==> config.mk <==
export PLATFORM = sky130hd
export DESIGN_NAME = ifetch_prefetch_buffer
export DESIGN_NICKNAME = d
export VERILOG_FILES = /design/src/rtl/ifetch_prefetch_buffer.sv
export SDC_FILE = /design/constraint.sdc
export NUM_CORES = 1
export LEC_CHECK = 0
export CORE_MARGIN = 2
export CORE_UTILIZATION = 40
export CTS_CLUSTER_SIZE = 28
export DETAILED_ROUTE_END_ITERATION = 8
export GPL_TIMING_DRIVEN = 0
export PLACE_DENSITY_LB_ADDON = 0.15
export SLEW_MARGIN = 15
export SYNTH_ARGS = -nofsm -noshare
export SYNTH_HDL_FRONTEND = slang
export SYNTH_SLANG_ARGS = --single-unit
==> constraint.sdc <==
create_clock -name clk -period 9.96 [get_ports clk]
set_clock_uncertainty 0.2 [all_clocks]
set_input_delay 0.996 -clock clk [delete_from_list [all_inputs] [get_ports clk]]
set_output_delay 0.996 -clock clk [all_outputs]
set_load 0.01 [all_outputs]
==> src/rtl/ifetch_prefetch_buffer.sv <==
`timescale 1ns/1ps
// Instruction prefetch queue: streams sequential word fetches from imem into a small
// queue feeding the fetch stage. Define PREFETCH_BYPASS_EN for same-cycle response bypass.
module ifetch_prefetch_buffer #(
    parameter int          DEPTH    = 4,
    parameter logic [31:0] RESET_PC = 32'h0000_0000
) (
    input  logic        clk,
    input  logic        rst_n,
    input  logic        redirect_i,
    input  logic [31:0] redirect_pc_i,
    output logic        out_valid_o,
    input  logic        out_ready_i,
    output logic [31:0] out_instr_o,
    output logic [31:0] out_pc_o,
    output logic [31:0] out_pcplus4_o,
    output logic        imem_req_o,
    output logic [31:0] imem_addr_o,
    input  logic        imem_gnt_i,
    input  logic        imem_rvalid_i,
    input  logic [31:0] imem_rdata_i
);
    localparam int          CW      = $clog2(DEPTH + 1);
    localparam int          AW      = $clog2(DEPTH);
    localparam logic [CW:0] DEPTH_C = (CW + 1)'(DEPTH);

    typedef enum logic [1:0] {
        S_IDLE = 2'd0,
        S_REQ  = 2'd1,
        S_HOLD = 2'd2
    } state_t;

    state_t         r_state;
    logic           r_req;
    logic [CW-1:0]  r_count;
    logic [CW-1:0]  r_outstanding;
    logic [CW-1:0]  r_discard;
    logic [AW-1:0]  r_wr_ptr;
    logic [AW-1:0]  r_rd_ptr;
    logic [31:0]    r_fetch_pc;
    logic [31:0]    r_resp_pc;
    logic [31:0]    r_instr_mem [DEPTH];
    logic [31:0]    r_pc_mem    [DEPTH];
    logic [31:0]    r_pcp4_mem  [DEPTH];

    logic           w_gnt;
    logic           w_rsp;
    logic           w_drop;
    logic           w_accept;
    logic           w_push;
    logic           w_pop;
    logic           w_head_valid;
    logic [31:0]    w_redirect_pc;
    logic [CW-1:0]  w_count_next;
    logic [CW-1:0]  w_outstanding_next;
    logic [CW-1:0]  w_discard_next;
    logic [CW:0]    w_credit_next;

    assign w_redirect_pc = redirect_pc_i & 32'hFFFF_FFFC;
    assign w_gnt         = r_req & imem_gnt_i;
    // Responses with nothing outstanding (e.g. left over from before a reset) are ignored.
    assign w_rsp         = imem_rvalid_i & (r_outstanding != '0);
    assign w_drop        = w_rsp & (r_discard != '0);
    assign w_accept      = w_rsp & (r_discard == '0) & ~redirect_i;
    assign w_head_valid  = (r_count != '0);
    assign w_pop         = w_head_valid & out_ready_i & ~redirect_i;

    assign imem_req_o    = r_req;
    assign imem_addr_o   = r_fetch_pc;

`ifdef PREFETCH_BYPASS_EN
    logic w_bypass;

    // An accepted response into an empty queue is shown directly; if taken it never lands.
    assign w_bypass      = rst_n & (r_count == '0) & w_accept;
    assign w_push        = w_accept & ~(w_bypass & out_ready_i);
    assign out_valid_o   = w_head_valid | w_bypass;
    assign out_instr_o   = w_bypass ? imem_rdata_i : r_instr_mem[r_rd_ptr];
    assign out_pc_o      = w_bypass ? r_resp_pc : r_pc_mem[r_rd_ptr];
    assign out_pcplus4_o = w_bypass ? (r_resp_pc + 32'd4) : r_pcp4_mem[r_rd_ptr];
`else
    assign w_push        = w_accept;
    assign out_valid_o   = w_head_valid;
    assign out_instr_o   = r_instr_mem[r_rd_ptr];
    assign out_pc_o      = r_pc_mem[r_rd_ptr];
    assign out_pcplus4_o = r_pcp4_mem[r_rd_ptr];
`endif

    always_comb begin
        w_count_next       = r_count;
        w_outstanding_next = r_outstanding;
        w_discard_next     = r_discard;

        if (redirect_i) begin
            w_count_next = '0;
        end else if (w_push && !w_pop) begin
            w_count_next = r_count + CW'(1);
        end else if (!w_push && w_pop) begin
            w_count_next = r_count - CW'(1);
        end

        if (w_gnt && !w_rsp) begin
            w_outstanding_next = r_outstanding + CW'(1);
        end else if (!w_gnt && w_rsp) begin
            w_outstanding_next = r_outstanding - CW'(1);
        end

        // Everything still in flight after a redirect belongs to the old stream.
        if (redirect_i) begin
            w_discard_next = w_outstanding_next;
        end else if (w_drop) begin
            w_discard_next = r_discard - CW'(1);
        end

        w_credit_next = {1'b0, w_count_next} + {1'b0, w_outstanding_next};
    end

    always_ff @(posedge clk) begin
        if (!rst_n) begin
            r_state       <= S_IDLE;
            r_req         <= 1'b0;
            r_count       <= '0;
            r_outstanding <= '0;
            r_discard     <= '0;
            r_wr_ptr      <= '0;
            r_rd_ptr      <= '0;
            r_fetch_pc    <= RESET_PC;
            r_resp_pc     <= RESET_PC;
        end else begin
            r_count       <= w_count_next;
            r_outstanding <= w_outstanding_next;
            r_discard     <= w_discard_next;

            case (r_state)
                S_IDLE: begin
                    r_state <= S_REQ;
                    r_req   <= 1'b1;
                end
                S_REQ, S_HOLD: begin
                    // Credit never rises without a grant, so a pending request is never withdrawn.
                    if (w_credit_next >= DEPTH_C) begin
                        r_state <= S_HOLD;
                        r_req   <= 1'b0;
                    end else begin
                        r_state <= S_REQ;
                        r_req   <= 1'b1;
                    end
                end
                default: begin
                    r_state <= S_IDLE;
                    r_req   <= 1'b0;
                end
            endcase

            if (redirect_i) begin
                r_fetch_pc <= w_redirect_pc;
                r_resp_pc  <= w_redirect_pc;
                r_wr_ptr   <= '0;
                r_rd_ptr   <= '0;
            end else begin
                if (w_gnt) begin
                    r_fetch_pc <= r_fetch_pc + 32'd4;
                end
                if (w_accept) begin
                    r_resp_pc <= r_resp_pc + 32'd4;
                end
                if (w_push) begin
                    r_wr_ptr <= r_wr_ptr + AW'(1);
                end
                if (w_pop) begin
                    r_rd_ptr <= r_rd_ptr + AW'(1);
                end
            end
        end
    end

    always_ff @(posedge clk) begin
        if (w_push) begin
            r_instr_mem[r_wr_ptr] <= imem_rdata_i;
            r_pc_mem[r_wr_ptr]    <= r_resp_pc;
            r_pcp4_mem[r_wr_ptr]  <= r_resp_pc + 32'd4;
        end
    end

endmodule

==> load_flow_metrics.sql <==
INSERT INTO impl_metrics (metric_group, metric, value, unit) VALUES
('place', 'placed_cells', '1850', ''),
('die', 'chipWidth', '215', 'µm'),
('critical_path', 'worst-setup-path-type', 'reg2out', ''),
('cts', 'holdBufCountCts', '0', ''),
('sta', 'slew_violations', '0', ''),
('critical_path', 'critical-path-slowest-cell', 'buf_1', ''),
('yosys', 'syn-cell-area', '17800', 'µm²'),
('sta', 'rsz0062_at_grt', 'false', ''),
('cts', 'number_of_buffers_inserted_by_post_cts_setup_repair', '0', ''),
('grt', 'number_of_global_route_vias_before_repair', '10100', ''),
('final_layout', 'layoutNonFillerInstCount', '1937', ''),
('grt', 'overflow', '0', ''),
('hold_path', 'hold_end', 'r_wr_ptr[1]', ''),
('sta', 'layout_worst_path_cycle_share', '47.0', '%'),
('critical_path', 'worstReg2RegEnd', 'r_instr_mem[1][22]', ''),
('yosys', 'synth.distinct_cells', '51', ''),
('critical_path', 'r2r_setup_slack', '6.53', 'ns'),
('final_layout', 'drive_gt1_share', '14.5', '%'),
('place', 'detailed_place_hpwl', '27600', 'µm'),
('hold_path', 'hold_depth', '2', ''),
('grt', 'antenna_found_initial', '0', ''),
('grt', 'groute.usage.overall', '17.8', '%'),
('sta', 'totalNegativeSetupSlack', '0', 'ns'),
('final_layout', 'area_growth', '24.2', '%'),
('cts', 'post_cts_resize_count', '0', ''),
('cts', 'worst_skew_pair.late_latency', '0.57', 'ns'),
('cts', 'cts_tree', 'built', ''),
('die', 'num_rows', '77', ''),
('critical_path', 'cp_slowest_stage_delay', '0.76', 'ns'),
('die', 'initial_utilization', '40.4', '%'),
('die', 'fp.dieH', '215', 'µm'),
('cts', 'clock-sinks', '445', ''),
('yosys', 'number_of_synthesized_flops_with_an_enable_pin', '368', ''),
('hold_path', 'hold_path.class', 'reg2reg', ''),
('route', 'drc_errors', '0', ''),
('critical_path', 'critical_path.reg2reg.startpoint', 'r_outstanding[0]', ''),
('sta', 'fin_hold_ws', '0.299', 'ns'),
('power_and_ir_drop', 'leakage_component_of_the_power', '7.10', 'nW'),
('die', 'design.die.area', '46300', 'µm²'),
('sta', 'worst_slew_pin_slew', '0.921', 'ns'),
('critical_path', 'crit_path_cell_trace', 'clkbuf_1, buf_1, mux4_2, clkdlybuf4s50_1', ''),
('final_layout', 'finalNetCount', '1395', ''),
('critical_path', 'worst_setup_path_start_kind', 'register', ''),
('final_layout', 'fillers', '3831', ''),
('critical_path', 'cp.arrival', '3.49', 'ns'),
('sta', 'max_slew_margin', '38.6', '%'),
('run_status', 'outcome', 'finished, final reports clean', ''),
('cts', 'cts_buffers', '47', ''),
('yosys', 'synth-main-ff-cell', 'edfxtp_1', ''),
('flow_run', 'timing.max_cap.violations', '0', ''),
('yosys', 'netlist_instances', '1055', ''),
('cts', 'clock_tree.buffer_depth', '3', ''),
('sta', 'post-route-min-period', '4.68', 'ns'),
('power_and_ir_drop', 'vdd_ir_drop_max', '0.113', 'mV'),
('sta', 'report.final.hold_viol_count', '0', ''),
('critical_path', 'r2r_cells', '8', ''),
('hold_path', 'holdCritStartpoint', 'r_wr_ptr[1]', ''),
('power_and_ir_drop', 'powerDensity', '199', 'nW/µm²'),
('sta', 'setup_viol', '0', ''),
('yosys', 'ys_seq_elements', '445', ''),
('yosys', 'yosysWarningCount', '0', ''),
('die', 'top_level_ports', '200', ''),
('final_layout', 'diodes', '0', ''),
('route', 'postRouteWirelength', '41200', 'µm'),
('yosys', 'ys_seq_area_share', '70.6', '%'),
('grt', 'grt_start_max_net_pins', '44', ''),
('yosys', 'asyncSetResetFlopFracSynth', '0', '%'),
('die', 'core', '44100', 'µm²'),
('route', 'route.antenna.remaining_nets', '0', ''),
('place', 'place_congestion', '0.806', ''),
('route', '1st_pass_router_iterations', '5', ''),
('route', 'detailedRoute.firstIterationViolations', '557', ''),
('yosys', 'synth_area_per_inst', '16.9', 'µm²'),
('route', 'routed_length_per_placed_instance', '21.2', 'µm'),
('grt', 'grt_first_pass_wirelength', '62600', 'µm'),
('place', 'buffer_ports.inserted', '190', ''),
('route', 'detailroute.via_count', '9921', ''),
('route', 'detailed_route_vias_per_instance', '5.12', ''),
('critical_path', 'cp-end-kind', 'primary output', ''),
('cts', 'cts_max_level', '2', ''),
('sta', 'clock.fmax', '214', 'MHz'),
('critical_path', 'cp_data_required_time', '8.76', 'ns'),
('cts', 'clk_pin_slew', '0.06', 'ns'),
('cts', 'cts_root_buf', 'clkbuf_16', ''),
('critical_path', 'critical_path.max_fanout', '10', ''),
('power_and_ir_drop', 'power_after_layout', '0.00441', 'W');
[cell type report]
cell class / count / area (µm²) / area share (%)
timing repair buffer: 198 / 2090 / 9.44
inverter: 19 / 71.3 / 0.322
clock inverter: 28 / 183 / 0.824
multi-input combinational: 535 / 4950 / 22.4
tap: 592 / 741 / 3.34
clock buffer: 59 / 1260 / 5.70
buffer: 61 / 268 / 1.21
sequential: 445 / 12600 / 56.8
[cells in the final DEF, fill, tap and decap left out, types with 12 or more instances in the layout]
master / n
edfxtp_1: 368
clkdlybuf4s50_1: 190
mux4_2: 92
dfxtp_1: 77
nand2_1: 59
xnor2_1: 53
a21oi_1: 49
clkbuf_16: 49
clkbuf_1: 47
xor2_1: 38
o21ai_0: 38
nor2_1: 29
nand3_1: 28
nand4_1: 26
inv_1: 19
ha_1: 18
nor3_1: 13
clkinv_2: 12
clkinv_1: 12
[flip-flops by register name (all words and copies together) (netlist names), named ones only]
register       flops
r_pc_mem         120
r_rd_ptr           2
r_outstanding      3
r_discard          3
r_pcp4_mem       120
r_wr_ptr           2
imem_addr_o       30
r_state            2
r_instr_mem      128
r_resp_pc         30
r_count            3
[metrics by stage]
stage	utilization (%)	setup WS (ns)	cell area [µm²]
2_1_floorplan	-	5.38	17900
3_3_place_gp	46.5	2.44	20500
3_5_place_dp	47.0	5.57	20700
4_1_cts	50.2	5.05	22200
5_1_grt	50.2	4.94	22200
6_report	50.2	5.28	22200
[worst max path at each step]
stage	startpoint	end	slack (ns)	depth (start not counted)
floorplan	imem_rvalid_i	r_instr_mem[0][0]	5.38	4
global placement	redirect_i	r_pcp4_mem[0][31]	2.44	5
detailed placement	redirect_i	r_instr_mem[3][3]	5.57	7
CTS	register	out_pcplus4_o[9]	5.05	4
global route	register	out_pcplus4_o[9]	4.94	4
finish	register	out_pcplus4_o[9]	5.28	4
[cells by family after synthesis]
family          count (synthesis)  share of synthesized area (%)
compound gates                108                           3.23
xor+xnor                       92                           4.59
fa+ha+maj                      20                           1.37
buf+inv                        80                           1.90
flops                         445                           70.6
mux                            97                           11.9
other cells                     1                         0.0210
simple gates                  212                           6.44
[worst max-delay path, delay by kind of cell, from the launching register on]
family	cells	cell delay (ns)
flip-flops	1	0.33
buffers and inverters	3	1.99
multiplexers	1	0.60
[per-layer routing]
layer  vias up  part of all wire, %  track usage (%)
li1       4621                    -                -
met1      5034                   47             25.9
met2       209                   46             27.5
met3        57                  4.3             3.62
met4         0                  2.1             4.78
met5         -                    0                0
[cell usage after synthesis (10+ instances only)]
cell type,n,area share [%]
and3_1,14,0.49
ha_1,18,1.3
inv_1,19,0.40
clkbuf_1,37,0.78
nand2_1,59,1.2
dfxtp_1,77,8.6
xor2_1,38,1.9
edfxtp_1,368,62
nor3_1,13,0.36
o21ai_0,38,1.1
buf_1,10,0.21
nand3_1,28,0.79
nand4_1,26,0.91
a21oi_1,49,1.4
nor2_1,29,0.61
mux4_2,92,12
xnor2_1,53,2.6
[report_power, final]
| group | internal, W | total [W] | switching (W) |
|---|---|---|---|
| logic | 0.000281 | 0.000584 | 0.000302 |
| clock network | 0.000949 | 0.00165 | 0.000703 |
| registers | 0.00212 | 0.00218 | 0.0000599 |
| total | 0.00335 | 0.00441 | 0.00107 |
Power figures use the tool's default switching activity.
